[src/rtl/imem_loader_pkg.sv]
// imem_loader_pkg: FSM states and stream framing constants shared by imem_loader.
// The S_CHK state exists only when IMEM_LOADER_CHECKSUM_EN is defined.
package imem_loader_pkg;
    typedef enum logic [2:0] {
        S_IDLE,
        S_LEN_LO,
        S_LEN_HI,
        S_DATA,
        S_WRITE,
`ifdef IMEM_LOADER_CHECKSUM_EN
        S_CHK,
`endif
        S_DONE,
        S_ERR
    } state_t;
    localparam int HDR_BYTES      = 2;
    localparam int BYTES_PER_WORD = 4;
endpackage

[src/rtl/imem_loader_word_assembler.sv]
// imem_word_assembler: collects little-endian stream bytes into 32-bit words.
module imem_word_assembler
    import imem_loader_pkg::*;
(
    input  logic        clk,
    input  logic        rst,
    input  logic        clr,
    input  logic        en,
    input  logic [7:0]  din,
    output logic [31:0] word,
    output logic        full
);
    logic [1:0]  cnt;
    logic [23:0] sh;
    // The fourth byte is merged combinationally so the word is ready on its handshake edge.
    assign word = {din, sh};
    assign full = en && cnt == 2'(BYTES_PER_WORD - 1);
    always_ff @(posedge clk or negedge rst) begin
        if (!rst) begin
            cnt <= '0;
            sh  <= '0;
        end else if (clr) begin
            cnt <= '0;
            sh  <= '0;
        end else if (en) begin
            cnt <= cnt + 2'd1;
            sh  <= {din, sh[23:8]};
        end
    end
endmodule

[src/rtl/imem_loader.sv]
// imem_loader: loads a length-prefixed byte image into instruction memory while holding the CPU in reset.
// Define IMEM_LOADER_CHECKSUM_EN to require a trailing XOR checksum byte.
module imem_loader
    import imem_loader_pkg::*;
#(
    parameter int          ADDR_W      = 16,
    parameter int unsigned DEPTH_WORDS = 256
) (
    input  logic              clk,
    input  logic              rst,
    input  logic              start,
    input  logic              byte_valid,
    input  logic [7:0]        byte_data,
    output logic              byte_ready,
    output logic              mem_we,
    output logic [ADDR_W-1:0] mem_addr,
    output logic [31:0]       mem_wdata,
    output logic              cpu_rst_hold,
    output logic              busy,
    output logic              done,
    output logic              err
);
    localparam int LW = 8 * HDR_BYTES;
`ifdef IMEM_LOADER_CHECKSUM_EN
    localparam state_t S_END = S_CHK;
    logic [7:0] csum;
`else
    localparam state_t S_END = S_DONE;
`endif
    state_t        state, nxt;
    logic [7:0]    len_lo;
    logic [LW-1:0] n_new, rem;
    logic          hs, go, asm_en, full, nxt_busy;
    logic [31:0]   word;

    assign hs       = byte_valid && byte_ready;
    assign go       = start && !busy;
    assign asm_en   = hs && state == S_DATA;
    assign n_new    = {byte_data, len_lo};
    assign nxt_busy = !(nxt inside {S_IDLE, S_DONE, S_ERR});

    imem_word_assembler u_asm (
        .clk  (clk),
        .rst  (rst),
        .clr  (go),
        .en   (asm_en),
        .din  (byte_data),
        .word (word),
        .full (full)
    );

    always_comb begin
        nxt = state;
        case (state)
            S_IDLE, S_DONE, S_ERR: if (start) nxt = S_LEN_LO;
            S_LEN_LO: if (hs) nxt = S_LEN_HI;
            S_LEN_HI: if (hs) nxt = 32'(n_new) > DEPTH_WORDS ? S_ERR : n_new == '0 ? S_END : S_DATA;
            S_DATA:   if (full) nxt = S_WRITE;
            S_WRITE:  nxt = rem == LW'(1) ? S_END : S_DATA;
`ifdef IMEM_LOADER_CHECKSUM_EN
            S_CHK:    if (hs) nxt = byte_data == csum ? S_DONE : S_ERR;
`endif
            default:  nxt = S_IDLE;
        endcase
    end

    // Status outputs are registered from the next state so they line up with the state register.
    always_ff @(posedge clk or negedge rst) begin
        if (!rst) begin
            state        <= S_IDLE;
            busy         <= 1'b0;
            byte_ready   <= 1'b0;
            mem_we       <= 1'b0;
            done         <= 1'b0;
            err          <= 1'b0;
            cpu_rst_hold <= 1'b1;
            mem_addr     <= '0;
            mem_wdata    <= '0;
            len_lo       <= '0;
            rem          <= '0;
`ifdef IMEM_LOADER_CHECKSUM_EN
            csum         <= '0;
`endif
        end else begin
            state        <= nxt;
            busy         <= nxt_busy;
            byte_ready   <= nxt_busy && nxt != S_WRITE;
            mem_we       <= nxt == S_WRITE;
            done         <= nxt == S_DONE;
            err          <= nxt == S_ERR;
            cpu_rst_hold <= nxt != S_DONE;
            if (hs && state == S_LEN_LO) len_lo <= byte_data;
            if (hs && state == S_LEN_HI) rem <= n_new;
            if (full) mem_wdata <= word;
            if (go) begin
                mem_addr <= '0;
            end else if (state == S_WRITE) begin
                mem_addr <= mem_addr + ADDR_W'(BYTES_PER_WORD);
                rem      <= rem - LW'(1);
            end
`ifdef IMEM_LOADER_CHECKSUM_EN
            if (go) csum <= '0;
            else if (asm_en) csum <= csum ^ byte_data;
`endif
        end
    end
endmodule

[config.mk]
export PLATFORM = sky130hd
export DESIGN_NAME = imem_loader
export DESIGN_NICKNAME = d
export VERILOG_FILES = /design/src/rtl/imem_loader_pkg.sv /design/src/rtl/imem_loader_word_assembler.sv /design/src/rtl/imem_loader.sv
export SDC_FILE = /design/constraint.sdc
export NUM_CORES = 1
export LEC_CHECK = 0
export ABC_CLOCK_PERIOD_IN_PS = 2600
export BUFFER_PORTS_ARGS = -buffer_cell sky130_fd_sc_hd__buf_2
export CAP_MARGIN = 20
export CORE_MARGIN = 2
export CORE_UTILIZATION = 59
export CTS_BUF_LIST = sky130_fd_sc_hd__clkbuf_4 sky130_fd_sc_hd__clkbuf_8
export DETAILED_ROUTE_END_ITERATION = 10
export PLACE_DENSITY = 0.92
export SLEW_MARGIN = 10
export SYNTH_ARGS = -nofsm -noshare
export SYNTH_HDL_FRONTEND = slang
export SYNTH_SLANG_ARGS = --single-unit
[constraint.sdc]
create_clock -name clk -period 2.6 [get_ports clk]
set_clock_uncertainty 0.2 [all_clocks]
set_input_delay 0.13 -clock clk [delete_from_list [all_inputs] [get_ports clk]]
set_output_delay 0.13 -clock clk [all_outputs]
set_load 0.05 [all_outputs]
# Word-level counts from Yosys, hierarchy flattened

Index checks and enable logic that the tools add are counted.

Register bits after elaboration: 107
Output and inout port bits: 54

Add/subtract/negate cells: 3
Magnitude comparators: 1
Eq/ne operators: 13
Multiplexer cells: 17
Reductions and logical operators: 16

Operators by type and width:

| operator                                                                | number |
|---|---|
| 16-bit two-way mux                                                      | 5 |
| 24-bit two-way mux                                                      | 2 |
| 3-bit two-way mux                                                       | 7 |
| 3-bit equality test (second input constant)                             | 6 |
| 16-bit by 3-bit adder with 16-bit output (second input constant)        | 1 |
| 16-bit by 1-bit equality test with 1-bit output (second input constant) | 1 |
| 16-bit by 9-bit > comparator with 1-bit output (second input constant)  | 1 |
| 16-bit zero test                                                        | 1 |
| 16-bit by 1-bit subtractor with 16-bit output (second input constant)   | 1 |
| 3-bit case mux with 5 select lines                                      | 1 |
| 1-bit logical AND                                                       | 7 |
| 3-bit by 2-bit equality test with 1-bit output (second input constant)  | 2 |
| 3-bit zero test                                                         | 2 |
| 3-bit != test (second input constant)                                   | 2 |
| 2-bit two-way mux                                                       | 2 |
| 2-bit nonzero test                                                      | 2 |
| 3-bit by 1-bit equality test with 1-bit output (second input constant)  | 1 |
| 3-bit nonzero test                                                      | 1 |
| 3-bit OR reduction                                                      | 1 |
| 2-bit by 1-bit adder with 2-bit output (second input constant)          | 1 |
| 2-bit equality test (second input constant)                             | 1 |
| 1-bit zero test                                                         | 2 |

# Logic depth before layout (Yosys ltp)

Depth in word-level cells: 9
Depth in mapped cells: 8

# Modules after synthesis

A second synthesis with hierarchy kept.

Cells, all modules: 426
Area, all modules: 4872.2 um^2

By module, submodules not included:

| module              | instances | cells an instance | area each (um^2) | seq. area each (um^2) |
|---|---|---|---|---|
| imem_loader         | 1         | 332               | 3718.6           | 1978.1 |
| imem_word_assembler | 1         | 94                | 1153.6           | 650.6 |

# Worst setup path before layout

Ideal clock, no wire load.

Path type: register -> register
Start point: reg byte_ready
End point: reg mem_wdata[10]
Setup time: 0.125 ns
Arrival time: 2.165 ns
Data required time: 2.275 ns
Setup slack: 0.110 ns
Stages on the path, launching flop included: 7
Buffers on the path: 2
Cell sequence: dfrtp_1 > nand2_1 > or2_2 > clkbuf_1 > nor2_2 > buf_2 > mux2_2

Word-level cells in the longest chain between the ends: 3

Ends and longest elaborated chain:

| element                | line                             | RTL |
|---|---|---|
| start, declared        | imem_loader.sv:14                | `output logic byte_ready,` |
| start signal, assigned | imem_loader.sv:72                | `byte_ready <= 1'b0;` |
| start signal, assigned | imem_loader.sv:87                | `byte_ready <= nxt_busy && nxt != S_WRITE;` |
| 1-bit logical AND      | imem_loader.sv:36                | `assign hs = byte_valid && byte_ready;` |
| 1-bit logical AND      | imem_loader.sv:38                | `assign asm_en = hs && state == S_DATA;` |
| 1-bit logical AND      | imem_loader_word_assembler.sv:17 | `assign full = en && cnt == 2'(BYTES_PER_WORD - 1);` |
| end signal, assigned   | imem_loader.sv:94                | `if (full) mem_wdata <= word;` |
| end, declared          | imem_loader.sv:17                | `output logic [31:0] mem_wdata,` |

Every way passes these cells.
A chain may end at the register's enable or synchronous reset.

# Worst setup path after layout

Start point: reg rem[0]
End point: reg rem[14]

Word-level cells in the longest chain between the ends: 3

Ends and longest elaborated chain:

| element                                       | line              | RTL |
|---|---|---|
| start, declared                               | imem_loader.sv:32 | `logic [LW-1:0] n_new, rem;` |
| start signal, assigned                        | imem_loader.sv:93 | `if (hs && state == S_LEN_HI) rem <= n_new;` |
| start signal, assigned                        | imem_loader.sv:99 | `rem <= rem - LW'(1);` |
| 16-bit by 1-bit subtractor with 16-bit output | imem_loader.sv:99 |  |
| 16-bit two-way mux                            | imem_loader.sv:97 | `end else if (state == S_WRITE) begin` |
| 16-bit two-way mux                            | imem_loader.sv:95 | `if (go) begin` |

Every way passes these cells.

==> flow_summary_export.csv <==
group,metric,value,unit
floorplanning,die_area,8690,µm²
setup_path,critical_path_class,"reg -> reg",
pwr,leakage,2.60,nW
pwr,peakVddDrop,0.000710,V
logic_synthesis,ys.flop_type,"dfrtp_1",
logic_synthesis,ys_async_sr_fraction,1.00,
logic_synthesis,synth_warnings,0,
logic_synthesis,ys_types,53,
setup_path,slowest_delay,540,ps
setup_path,reg2reg_from,"rem[0]",
global_routing,grt_overflow,0,
route,drt_iter0_drc,189,
pwr,seqPwrFrac,0.459,
logic_synthesis,yosysMostFrequentCell,"dfrtp_1",
route,drc_errors,0,
global_routing,antenna_found_initial,0,
setup_path,cp-end-kind,"flip-flop",
cts,cts_tree,"built",
logic_synthesis,ys_ff_latch,105,
route,drtAntennaViolNets,0,
cells_and_area,synthToLayoutAreaGrowth,16.4,%
cts,cts_root_buf,"clkbuf_8",
setup_path,r2r_cells,8,
cells_and_area,diodes,0,
pwr,comb_power_share,0.338,
logic_synthesis,synth_top_area_share,0.554,
logic_synthesis,yosysTopAreaCell,"dfrtp_1",
logic_synthesis,synth_edf_count,0,
flow_run,drv_cap,0,
logic_synthesis,synth_area_leaders,"dfrtp_1 55%, mux2_2 9.6%, nand2_1 5.4%",
pwr,power.internal,3.21,mW
place,gp_congestion,0.916,
route,routedWlPerCell,16.8,µm
logic_synthesis,synth_commonest_cells,"104 x dfrtp_1, 68 x nand2_1, 40 x mux2_2",
route,routed-via-count,3601,
logic_synthesis,syn_area,4700,µm²
setup_path,cp.required,2670,ps
floorplanning,io_pins,66,
setup_path,cpLargestDelayFamily,"simple AND/OR/NAND/NOR gates",
logic_synthesis,synthCells,437,
logic_synthesis,post_synth.cell_area_avg,10.8,µm²
floorplanning,start_util,0.608,
setup_path,start_kind,"flip-flop",
setup_path,critPathMaxFanout,5,
setup_path,worst-r2r-setup-slack,140,ps
place,portBuffers,63,
sta,fin_setup_tns,0,ps
setup_path,critPathSlowestCell,"or3b_2",
cts,cts_made_buffers,9,
route,routed_via_density,5.86,
global_routing,grt_pass1_vias,3539,
cts,path_clk_slew,110,ps
pwr,p_switching,2.18,mW
hold_path,hold_path_class,"in -> async",
cts,cts_htree_levels,3,
global_routing,grt_max_degree,52,
cts,clk_latency,370,ps
pwr,clockPowerShare,0.202,
pwr,swShare,0.405,
floorplanning,core,7730,µm²
outcome,status,"finished, final reports clean",
logic_synthesis,synth_seq_area_share,0.560,
sta,finalHoldViolCount,0,
route,drt_first_pass_iters,4,
route,routed_wl,10300,µm
setup_path,cp.buffers_inverters,1,
sta,layout_min_cycle_time,2460,ps
sta,max-slew-margin-rel,0.433,
pwr,power,5.39,mW
setup_path,r2r-end,"rem[14]",
cells_and_area,drive_gt1_frac,0.287,
cts,cts.path.max_buffers,2,
floorplanning,die_y,93.2,µm
cells_and_area,nets,523,
floorplanning,rows,32,
sta,tightest_slew,850,ps
pwr,powerDensity,986,nW/µm²
sta,drv_slew,0,
place,dp_hpwl,7110,µm
global_routing,grt_first_pass_wirelength,17200,µm
sta,fin_crit_sh,0.945,
global_routing,grt_util_all_layers,0.252,
setup_path,arrival,2530,ps
sta,max_freq,407,MHz
setup_path,crit_chain,"inv_1 -> ha_1 -> or3b_2 -> nor3_4 -> nand2_1 -> o31ai_1 -> a21oi_1 -> a311oi_1",
floorplanning,die-width,93.2,µm
cts,clock-sinks,105,
sta,finalSetupViolCount,0,
[logic make-up (layout without fill, tap and decap cells)]
family                   count (synthesis)  count (layout)  share of synthesized area
buffers and inverters                   32             106                     0.0298
adder cells (fa/ha/maj)                  5               5                     0.0128
other                                    1               2                   0.000798
flip-flops                             105             105                      0.560
multiplexers                            41              41                     0.0980
XOR/XNOR                                16              16                     0.0298
AO/OA/AOI/OAI                           72              72                     0.0943
AND/OR/NAND/NOR                        165             165                      0.175
[cell usage in the layout, fill, tap and decap left out, types with 2 or more instances in the layout]
cell	count
nand3_1	8
a211oi_1	7
nand2_1	67
nor3_1	7
nor4_1	5
clkbuf_8	10
or3_1	3
nor2b_1	2
nor2_1	38
and3_1	3
ha_1	4
xor2_1	11
mux2_2	40
buf_12	2
nand4_1	3
o21ai_0	12
a21oi_1	39
inv_1	8
o22ai_1	3
o31ai_1	2
xnor2_1	5
nand2b_1	4
conb_1	2
inv_6	2
dlygate4sd3_1	9
nor2_4	2
and4_1	4
a311oi_1	3
buf_2	62
buf_4	9
dfrtp_1	104
[stage by stage]
| stage | hold WS, ps | instances | util | setup slack (ps) | area (µm²) |
|---|---|---|---|---|---|
| after global placement | -9.61 | 589 | 0.666 | 223 | 5140 |
| final | 106 | 614 | 0.708 | 143 | 5470 |
| after floorplan | -366 | 438 | - | 110 | 4700 |
| after CTS | 116 | 614 | 0.706 | 58.7 | 5460 |
| after detailed placement | 3.42 | 589 | 0.666 | 84.9 | 5140 |
| after global routing | 142 | 614 | 0.708 | -17.4 | 5470 |
[routing by layer]
layer | track usage | vias up | share of wire
li1 | - | 1648 | -
met1 | 0.339 | 1797 | 0.41
met2 | 0.413 | 133 | 0.51
met3 | 0.0379 | 23 | 0.060
met4 | 0.105 | 0 | 0.023
met5 | 0 | - | 0
[worst max-delay path by stage]
stage / startpoint / endpoint / slack [ps] / cells after the start
3_3_place_gp: rem[0] / rem[14] / 220 / 8
3_5_place_dp: rem[0] / rem[14] / 80 / 8
2_1_floorplan: byte_ready / mem_wdata[10] / 110 / 6
6_report: rem[0] / rem[14] / 140 / 8
4_1_cts: rem[0] / rem[14] / 60 / 8
5_1_grt: rem[0] / rem[14] / -20 / 8
[sequential cells by signal, summed over array words and instances, names as in the netlist]
name	flops
busy	1
byte_ready	1
cpu_rst_hold	1
done	1
err	1
len_lo	8
mem_addr	14
mem_wdata	32
mem_we	1
rem	16
state	3
u_asm.cnt	2
u_asm.sh	24
[timing repair]
item,in CTS,in global routing
resized for setup,0,3
setup endpoints to repair,0,4
hold buffers,9,0
endpoints found under the hold margin,81,0
setup buffers,0,0
[power groups by stage]
| stage | Sequential (mW) | Combinational, mW | Clock, mW |
|---|---|---|---|
| final | 2.48 | 1.82 | 1.09 |
| after global routing | 2.53 | 1.97 | 1.17 |
| after CTS | 2.46 | 1.82 | 1.10 |
| after detailed placement | 2.49 | 1.80 | 0 |
| after global placement | 2.46 | 1.72 | 0 |
| after floorplan | 2.82 | 0.970 | 0 |
[final cells by class]
cell class	instances	area [µm²]
Clock buffer	10	138
Clock inverter	6	83.8
Fill cell	542	2260
Inverter	8	30.0
Multi-Input combinational cell	301	1950
Sequential cell	105	2630
Tap cell	102	128
Timing Repair Buffer	82	508
No activity file was read; power rests on OpenSTA's default activity.
